--- src/rtl/gate_check_pkg.sv ---
// Shared types and constants for the exhaustive gate sweep checkers.
package gate_check_pkg;

  // Sweep controller states
  typedef enum logic [1:0] {
    ST_IDLE   = 2'd0,
    ST_HOLD   = 2'd1,
    ST_SAMPLE = 2'd2,
    ST_DONE   = 2'd3
  } gc_state_t;

  // Width of the per-vector settle counter (settle times 0..15)
  localparam int SETTLE_W = 4;

  // Index of the last input vector for an n-input gate
  function automatic int vec_last(input int n);
    return (1 << n) - 1;
  endfunction

endpackage

--- src/rtl/settle_timer.sv ---
// Loadable down-counter with a zero flag; counts the hold cycles spent on
// each stimulus vector before the checker samples the gate output.
module settle_timer
  import gate_check_pkg::*;
#(
  parameter int W = SETTLE_W
) (
  input  logic         clk,
  input  logic         rst_n,
  input  logic         load,
  input  logic [W-1:0] load_val,
  input  logic         dec,
  output logic         zero
);

  logic [W-1:0] count_q;
  logic [W-1:0] count_d;

  // Load has priority over decrement; the counter parks at zero
  always_comb begin
    count_d = count_q;
    if (load) begin
      count_d = load_val;
    end else if (dec && (count_q != '0)) begin
      count_d = count_q - 1'b1;
    end
  end

  // Counter register
  always_ff @(posedge clk or negedge rst_n) begin
    if (!rst_n) begin
      count_q <= '0;
    end else begin
      count_q <= count_d;
    end
  end

  assign zero = (count_q == '0);

endmodule

--- config.mk ---
export PLATFORM = sky130hd
export DESIGN_NAME = settle_timer
export DESIGN_NICKNAME = d
export VERILOG_FILES = /design/src/rtl/gate_check_pkg.sv /design/src/rtl/settle_timer.sv
export SDC_FILE = /design/constraint.sdc
export NUM_CORES = 1
export LEC_CHECK = 0
export ABC_AREA = 1
export CORE_AREA = 4 4 41 43
export DETAILED_ROUTE_END_ITERATION = 12
export DIE_AREA = 0 0 45 47
export REMOVE_ABC_BUFFERS = 1
export SETUP_SLACK_MARGIN = 0.2
export SLEW_MARGIN = 10
export SYNTH_ARGS = -nofsm -noshare
export SYNTH_HDL_FRONTEND = slang
export SYNTH_SLANG_ARGS = --single-unit
--- constraint.sdc ---
create_clock -name clk -period 1.51 [get_ports clk]
set_clock_uncertainty 0.05 [all_clocks]
set_input_delay 0.302 -clock clk [delete_from_list [all_inputs] [get_ports clk]]
set_output_delay 0.302 -clock clk [all_outputs]
set_load 0.01 [all_outputs]
==> impl_summary.txt <==
----------------------------------------------------
[Yosys]
  Flip-flop and latch count after synthesis ... 4
  Area share of fa/ha/maj cells after synthesis ... 4.24%
  Post-Synthesis Cells ... 46
  Sequential share of the synthesized area ... between 30% and 40%
  Post-synthesis simple-gate area fraction ... between 40% and 50%
  Count of warnings emitted by yosys ... 0
  Average cell area after synthesis ... between 6 and 7 um2
  Library cells used by synthesis ... 13
  Post-Synthesis Cell Area ... between 200 and 300 um2
  Main combinational cell family by area after synthesis ... simple AND/OR/NAND/NOR gates
  Xor and xnor fraction of the mapped netlist area ... 0%
  Multiplexer fraction of the synthesized cell area ... 0%
  Area fraction in compound gates after synthesis ... 3.39%

[Drt]
  Wirelength per Cell ... between 8 and 9 um
  Detailed-route DRC error count ... 0
  Via density ... 4.02
  Total routed wirelength ... approximately 700 um
  Count of routing violations after the opening detailed-route iteration ... 6
  Length of the first detailed-routing pass in iterations ... 4
  Antenna viol nets, final ... 0
  Via total after detailed routing ... 326

[Cells and area]
  Share of cells above drive strength 1 ... about a third
  Utilization of the core after routing ... 38.3%
  Top reg by flops ... count_q
  Largest registers ... count_q (4)
  P&R area growth vs syn ... 68.6%
  Final #Nets ... 77
  Flip-flop count of the largest register after layout ... 4
  Commonest cells after routing, fill and taps aside ... 21 x sky130_fd_sc_hd__nand2_1, 9 x sky130_fd_sc_hd__buf_4, 7 x sky130_fd_sc_hd__clkdlybuf4s50_1, 4 x sky130_fd_sc_hd__inv_2, 4 x sky130_fd_sc_hd__dfrtp_1
  Combined area of the multi-input logic cells ... between 150 and 200 um2
  Most common library cell in the layout ignoring fill and taps ... sky130_fd_sc_hd__nand2_1
  Total of fill cells in the finished design ... 150
  Total area of sequential cells ... 100 um2
  Diode insertion count for antenna repair ... 0

[GRT]
  GRT Overall Usage ... under 10%
  Met1 track demand over resource ... under 10%
  Number of antenna violations at the first check in global routing ... 0
  Wire length of the first global-routing pass ... around 1.1 mm
  Final global-route overflow total ... 0
  Fraction of met3 tracks used by global routing ... 2.30%
  Vias in the first global route ... 293
  Global routing usage on met2 ... 12.1%
  Busiest grt layer ... met2
  Maximum number of pins on one net before global-route repair ... 8

[STA]
  Max-slew violations ... 0
  Number of hold violations in the final report ... 0
  Final Cycle Share ... 91.1%
  Number of setup violations in the final report ... 0
  Fin crit period ... 1.38 ns
  Slew at the pin closest to its max-slew limit ... between 0.2 and 0.25 ns
  Max transition margin ... ~84%
  Unrepaired setup endpoints after global routing ... yes
  Max Fclk ... 0.727 GHz
  Final TNS setup ... 0 ns

[Clock network]
  Clk buf depth ... 2
  Clk slew on worst S/H paths ... 0.04 ns
  Cts hold-fix bufs ... 0
  H-Tree Depth ... 1
  Clock tree root buffer cell ... sky130_fd_sc_hd__clkbuf_4
  Number of clock buffers inserted by TritonCTS ... 3
  Worst-skew pair later-pin latency ... ~0.23 ns
  TritonCTS clock tree ... yes
  # clock sinks ... 4

[Setup path]
  Critical register-to-register path endpoint ... count_q[3]
  Crit path DAT ... 1.02 ns
  CP max stage delay ... 0.38 ns
  Cell repeated most along the worst path ... sky130_fd_sc_hd__inv_2
  Critical Path End Type ... output pin
  Type of the worst setup path ... reg2out
  Origin of the worst setup path ... count_q[0]
  Worst setup path endpoint ... zero
  Worst endpoint required time ... between 1 and 1.5 ns
  Worst Path Max Fanout ... 2
  CP max stage cell ... sky130_fd_sc_hd__dfrtp_1
  Origin of the critical flop-to-flop path ... count_q[1]
  Register-to-register setup slack ... a little under 0.3 ns
  Depth of the worst register-to-register path ... 8
  Cell chain of the critical path ... inv_2 -> ha_4 -> nand2_2 -> inv_2 -> buf_6
  Startpoint types ... flip-flop

[Floorplan]
  Core Area ... 1300 um2
  Starting utilization of the core area ... 22.7%
  Row count ... 13
  Top-Level Pins ... 9
  Die height ... between 40 and 50 um
  Area of the die ... approximately 2100 um2
  Horizontal extent of the die ... approximately 45 um

[Place]
  Post-DP HPWL ... 566 um
  Routability congestion estimate ... roughly 0.82
  Port bufs ... 8

[Pwr]
  Proportion of power drawn by flip-flops and latches ... between 20% and 30%
  Switching power ... roughly 170 uW
  Total power per unit cell area ... around 1100 nW/um2
  Cell Int Power ... between 300 and 400 uW
  Cell leakage power ... 0.266 nW
  Worst ir drop on vdd ... 0.426 mV
  Portion of total power attributed to the clock network ... between 20% and 30%
  Share of total power consumed by net switching ... about a third
  Logic pwr share ... a little under half

[Run]
  Maximum capacitance violations ... 0

[Outcome]
  Result of the run ... completed

[Hold path]
  Worst min-delay path class ... in2async

----------------------------------------------------
## routing by layer
metal  up-vias  wire (um)
li1        180          -
met1       139        316
met3         0         31
met2         7        358
met4         0          0
met5         -          0
## worst max-delay path: cells and delay by family (launching register included)
family | cells | cell delay [ns]
fa+ha+maj | 1 | 0.13
buf+inv | 3 | 0.22
flops | 1 | 0.38
simple gates | 1 | 0.05
## synth_stat cells
library cell / instances / area [um2]
sky130_fd_sc_hd__nand3_1: 3 / 15.0
sky130_fd_sc_hd__ha_1: 1 / 12.5
sky130_fd_sc_hd__dfrtp_1: 4 / 100
sky130_fd_sc_hd__o21ai_0: 2 / 10.0
sky130_fd_sc_hd__nor2_2: 1 / 6.26
sky130_fd_sc_hd__inv_2: 1 / 3.75
sky130_fd_sc_hd__nand2_1: 21 / 78.8
sky130_fd_sc_hd__nand2_4: 1 / 11.3
sky130_fd_sc_hd__nor2_1: 2 / 7.51
sky130_fd_sc_hd__inv_1: 5 / 18.8
sky130_fd_sc_hd__nand2_2: 2 / 12.5
sky130_fd_sc_hd__clkinv_1: 1 / 3.75
sky130_fd_sc_hd__nand3b_1: 2 / 15.0
## layout make-up
| class | instances | area share (%) |
|---|---|---|
| Tap cell | 15 | 3.77 |
| Clock buffer | 3 | 4.52 |
| Sequential cell | 4 | 20.1 |
| Timing Repair Buffer | 17 | 29.9 |
| Multi-Input combinational cell | 35 | 36.4 |
| Inverter | 7 | 5.28 |
## per-stage QoR
step,power [mW],hold WS [ns],setup slack [ns],instances,area [um2]
floorplan,0.251,-0.0436,0.349,46,295
global placement,0.355,0.472,-0.0887,76,447
detailed placement,0.355,0.481,-0.111,76,447
CTS,0.519,0.224,0.112,80,484
global route,0.575,0.232,0.0789,81,498
finish,0.528,0.226,0.134,81,498
## cells by family after synthesis
group	count (synthesis)
compound gates	2
flops	4
fa+ha+maj	1
simple gates	32
buf+inv	7
## worst min path at each step
| stage | slack [ns] | startpoint | cells past startpoint | to |
|---|---|---|---|---|
| final | 0.23 | rst_n | 1 | count_q[2] |
| after global placement | 0.47 | rst_n | 1 | count_q[1] |
| after floorplan | -0.04 | rst_n | 0 | count_q[0] |
| after detailed placement | 0.48 | rst_n | 1 | count_q[1] |
| after CTS | 0.22 | rst_n | 1 | count_q[1] |
| after global routing | 0.23 | rst_n | 1 | count_q[1] |
## power by group through the flow
stage / sequential (mW) / combinational [mW] / clock (mW)
2_1_floorplan: 0.146 / 0.105 / 0
6_report: 0.143 / 0.249 / 0.136
5_1_grt: 0.146 / 0.282 / 0.147
4_1_cts: 0.143 / 0.232 / 0.144
3_5_place_dp: 0.142 / 0.213 / 0
3_3_place_gp: 0.141 / 0.214 / 0
## repair_timing
action                     in CTS  in global routing
pin swaps                       1                  1
gates resized for setup         8                  2
buffers inserted                1                  1
setup endpoints to repair       1                  1
(Power assumes the default switching activity.)
